<file path="src/rtl/mult_6x6_seq.sv">
// Sequential 6x6 unsigned multiplier built around a single time-shared
// 3x3 combinational multiplier; one result every six cycles at best.
`timescale 1ns/1ps

module mult_3x3 (
    input  logic [2:0] a,
    input  logic [2:0] b,
    output logic [5:0] p
);
    assign p = {3'b000, a} * {3'b000, b};
endmodule

module mult_6x6_seq (
    input  logic        clk,
    input  logic        rst,
    input  logic        start,
    input  logic [5:0]  a,
    input  logic [5:0]  b,
    output logic        busy,
    output logic        done,
    output logic [11:0] product
);
    typedef enum logic [1:0] {IDLE, CALC, DONE} state_t;

    state_t      state, state_next;
    logic [1:0]  step;
    logic [5:0]  a_r, b_r;
    logic [11:0] acc;
    logic [2:0]  ma, mb;
    logic [5:0]  pp;
    logic [11:0] pp_sh, sum;

    mult_3x3 u_mul (
        .a (ma),
        .b (mb),
        .p (pp)
    );

    // step[0] picks the high half of a_r, step[1] the high half of b_r
    always_comb begin
        ma    = step[0] ? a_r[5:3] : a_r[2:0];
        mb    = step[1] ? b_r[5:3] : b_r[2:0];
        pp_sh = '0;
        case (step)
            2'd0:    pp_sh = {6'b000000, pp};
            2'd1,
            2'd2:    pp_sh = {3'b000, pp, 3'b000};
            default: pp_sh = {pp, 6'b000000};
        endcase
        sum = acc + pp_sh;
    end

    always_comb begin
        state_next = state;
        case (state)
            IDLE:    if (start) state_next = CALC;
            CALC:    if (step == 2'd3) state_next = DONE;
            DONE:    state_next = IDLE;
            default: state_next = IDLE;
        endcase
    end

    always_ff @(posedge clk) begin
        if (rst) begin
            state   <= IDLE;
            step    <= '0;
            acc     <= '0;
            a_r     <= '0;
            b_r     <= '0;
            product <= '0;
        end else begin
            state <= state_next;
            case (state)
                IDLE: begin
                    if (start) begin
                        a_r  <= a;
                        b_r  <= b;
                        acc  <= '0;
                        step <= '0;
                    end
                end
                CALC: begin
                    acc  <= sum;
                    step <= step + 2'd1;
                    if (step == 2'd3) product <= sum;
                end
                default: ;
            endcase
        end
    end

    assign busy = (state != IDLE);
    assign done = (state == DONE);
endmodule

</file>
<file path="config.mk">
export PLATFORM = sky130hd
export DESIGN_NAME = mult_6x6_seq
export DESIGN_NICKNAME = d
export VERILOG_FILES = /design/src/rtl/mult_6x6_seq.sv
export SDC_FILE = /design/constraint.sdc
export NUM_CORES = 1
export LEC_CHECK = 0
export BUFFER_PORTS_ARGS = -buffer_cell sky130_fd_sc_hd__buf_2
export CAP_MARGIN = 20
export CORE_MARGIN = 1
export CORE_UTILIZATION = 30
export DETAILED_ROUTE_END_ITERATION = 12
export RECOVER_POWER = 100
export SETUP_SLACK_MARGIN = 0.2
export SLEW_MARGIN = 20
export SYNTH_ARGS = -nofsm -noshare
export SYNTH_HDL_FRONTEND = slang
export SYNTH_HIERARCHICAL = 1
export SYNTH_SLANG_ARGS = --single-unit
</file>
<file path="constraint.sdc">
create_clock -name clk -period 3.5 [get_ports clk]
set_input_delay 0.175 -clock clk [delete_from_list [all_inputs] [get_ports clk]]
set_output_delay 0.175 -clock clk [all_outputs]
set_load 0.01 [all_outputs]
</file>
==> results.txt <==
The maximum fanout count along the critical path is 4, and the count of vias placed by the detailed router is 2109. Routed length per placed instance: 13.8 um. The clock drives 40 sinks. The critical path starts at step[1]. Setup repair after global routing could not meet its margin everywhere.

Of the available clock period, the critical path in the final layout requires 111%. The clock insertion delay at the later pin of the skew report is 0.31 ns, and the largest stage delay on the critical path is 0.53 ns. Of the total power, the clock network draws 34.8%. In this run the core area contains 31 standard-cell rows.

In this run the worst hold path is classified as in2reg. Of the cells placed in the final design, the portion with a size suffix greater than 1 is 25.6%. After detailed routing, the number of vias per cell comes to 4.89. The share of total power dissipated in sequential elements is 53.3%. The quantity of I/O buffers inserted on ports was 28; the initial antenna violation count was 0.

Synthesis handed over a netlist of 286 instances. Global routing used 15.1% of the available tracks across all layers. For the pin with the worst max-slew slack, the measured transition is 0.714 ns.

The register bit total from synthesis works out to 40. On the critical path, the stage with the largest delay is an instance of fa_1. The area growth from synthesis to final layout was 30.2%; the count of endpoints failing hold in the final timing report was 0.

The worst register-to-register path has a setup slack of -0.37 ns. The die is 90.5 um tall. The final reports fail on negative setup slack.

In this run the standard cell core region covers 0.00741 mm^2. The leakage power total was 0.00127 uW. The tools report the critical hold path startpoint as b[4]. On the final layout, the worst hold slack is 0.101 ns.

Once detailed placement completed, the half-perimeter wirelength came to 4070 um. The H-tree was split into 2 levels. Entering global routing, the biggest net connects 38 pins. For the maximum clock path buffer count, the log shows 2. Max-slew headroom at the worst pin: 52.4%. The critical path goes through mux2_4 > and2_4 > fa_1 > ha_2 > inv_2 > fa_2 > xnor2_2 > a22oi_1 > nor2_1 > ha_1 > a21o_1 > a221oi_4 > o21ba_4 > xnor2_1 > a22o_1.

The final layout contains routed wiring with a total length of 5950 um. The number of nets in the synthesized netlist is 322. The tools report the number of buffers inserted by hold repair at cts as 0. The final count of pins violating max slew was 0. The logs give 29 for the number of ports placed on the die boundary and 0.00235 mm^2 for the netlist area before placement. Summed over all nets, the switching power comes to 243 uW. The worst setup path is captured at a flip-flop. The number of nets in the finished design was 368; the number of buffers created by CTS was 5.

Power spread over the standard cell area amounts to 290 mW/mm^2. The worst setup margin is -0.370 ns, and the part of the total power dissipated in combinational logic is 11.9%. In the layout the commonest cells are 58 x nand2_1, 38 x dfxtp_1, 32 x a21oi_1. The register area share after synthesis came out at 34.1%. The most common cell after layout, fill and taps aside is nand2_1.

The tools report the number of warnings reported in the yosys synthesis log as 6. For this run, the detailed router's first-pass iteration total came to 4. Once the floorplan was initialized, standard cells occupied 31.7% of the core. The width of the die was 90.5 um; the via count of the first global-routing pass was 2149. At the end of routability-driven placement, the weighted congestion stood at 0.835.

For this block, the initial DRC count from the detailed router was 53. The clock-pin slew on the worst setup and hold paths is 0.08 ns. The first global-routing pass estimated 9970 um of wire.

The worst setup path is of the reg2reg kind. Number of setup violations in the final report: 14. The run gives 645 uW as the total internal power. The tools report the count of unresolved DRC violations after routing as 0.

For the final database, setup skew stands at 0.00958 ns. TritonCTS built the clock tree. The maximum resistive drop on vdd was 0.142 mV; the highest attainable clock frequency was 258 MHz. The number of antenna diodes in the final layout is 0. Net switching is 27.4% of the power.

The tool flagged a number of max-cap violations equal to 0. Data on the critical path is required at its endpoint by 3.70 ns. The tools report the die outline area as 0.00819 mm^2. The worst path in the final design needs a cycle of 3.87 ns, including I/O delays and setup.

The setup TNS after final layout is -3.84 ns. The mean area per synthesized cell was 8.21 um^2. The aggregate global routing overflow was 0. For this run, the share of the core covered by cells in the final layout is 41.3%. The tree is rooted in a clkbuf_8. The run gives 888 uW as the post-route total power. The tools report the beginning of the worst register-to-register path as step[1].

Once detail routing completed, the nets flagged for antenna violations numbered 0. Synthesis instantiated 42 different standard cells from the library. STA classifies the critical path startpoint as a flip-flop. The run finished, with violations left. Data on the critical path arrives at its endpoint at 4.07 ns.
[final cells by class]
class / count / area, um^2
tap: 99 / 124
timing repair buffer: 52 / 325
clock buffer: 6 / 72.6
inverter: 8 / 30.0
multi-input combinational: 225 / 1690
clock inverter: 1 / 5.00
fill: 773 / 4350
sequential: 40 / 808
[power by group through the flow]
stage	Sequential (uW)	Clock, uW	Combinational, uW
finish	474	309	106
global route	475	339	118
detailed placement	484	0	97.4
CTS	474	320	101
global placement	484	0	94.9
floorplan	483	0	66.8
[cells by family after synthesis]
| family | share of synthesized area, % |
|---|---|
| muxes | 3.30 |
| xor gates and xnor gates | 4.10 |
| buffers and inverters | 3.52 |
| and+or+nand+nor | 23.8 |
| adders and majority gates | 12.1 |
| AOI/OAI and AO/OA | 19.0 |
| DFF | 34.1 |
[critical path, delay by kind of cell (launching register included)]
| kind | cells | cell delay (ns) |
|---|---|---|
| adders and majority gates | 4 | 1.40 |
| AOI/OAI and AO/OA | 5 | 1.16 |
| DFF | 1 | 0.38 |
| muxes | 1 | 0.31 |
| xor gates and xnor gates | 2 | 0.24 |
| and+or+nand+nor | 2 | 0.23 |
| buffers and inverters | 1 | 0.04 |
[synth_stat cells, drive strengths merged]
library cell,count,area [um^2]
dfxtp,40,801
mux2,6,67.6
a21oi,35,175
o211ai,2,15.0
a211oi,3,22.5
nand4,3,18.8
nor4b,1,8.76
o311ai,1,8.76
a31oi,2,12.5
a22oi,3,22.5
and2,18,115
nor3,3,20.0
nand3,17,90.1
inv,8,30.0
o21ba,1,10.0
a2111o,1,11.3
or4,2,15.0
a22o,9,78.8
fa,3,60.1
clkbuf,7,27.5
buf,6,25.0
xnor2,8,70.1
nand2b,2,12.5
and3,1,6.26
nor2b,4,25.0
a221oi,1,15.0
nor2,7,26.3
a21boi,1,7.51
mux2i,1,10.0
xor2,3,26.3
a21o,4,30.0
ha,18,225
o21ai,5,28.8
a32oi,1,8.76
nand2,59,221
[registers in the layout (all words and copies together), names as in the netlist]
register and count:
acc 12, product 12, a_r 6, b_r 6
state 2, step 2
[metrics by stage]
stage,area [um^2],cells,setup slack [ns]
2_1_floorplan,2410,286,-0.224
3_3_place_gp,2770,420,-0.314
3_5_place_dp,2770,420,-0.399
4_1_cts,2970,430,-0.318
5_1_grt,3060,431,-0.503
6_report,3060,431,-0.370
[worst paths after layout]
kind	cells after the start	end
setup / recovery	15	acc[10]
hold / removal	3	b_r[4]
setup reg to reg	15	acc[10]
hold reg to reg	2	a_r[3]
[what timing repair did]
item                                   CTS  global route
buffers inserted                         3             1
pin swaps                               19            12
gates resized for setup                 15            18
endpoints found under the hold margin    0             0
setup endpoints to repair               18            18
[routing by layer]
metal	GRT usage [%]	wire, um	up-vias
met4	6.18	88	0
met5	0	0	-
li1	-	-	1090
met2	24.2	2810	28
met1	19.6	2900	985
met3	3.20	144	6
Power figures use the tool's default switching activity.
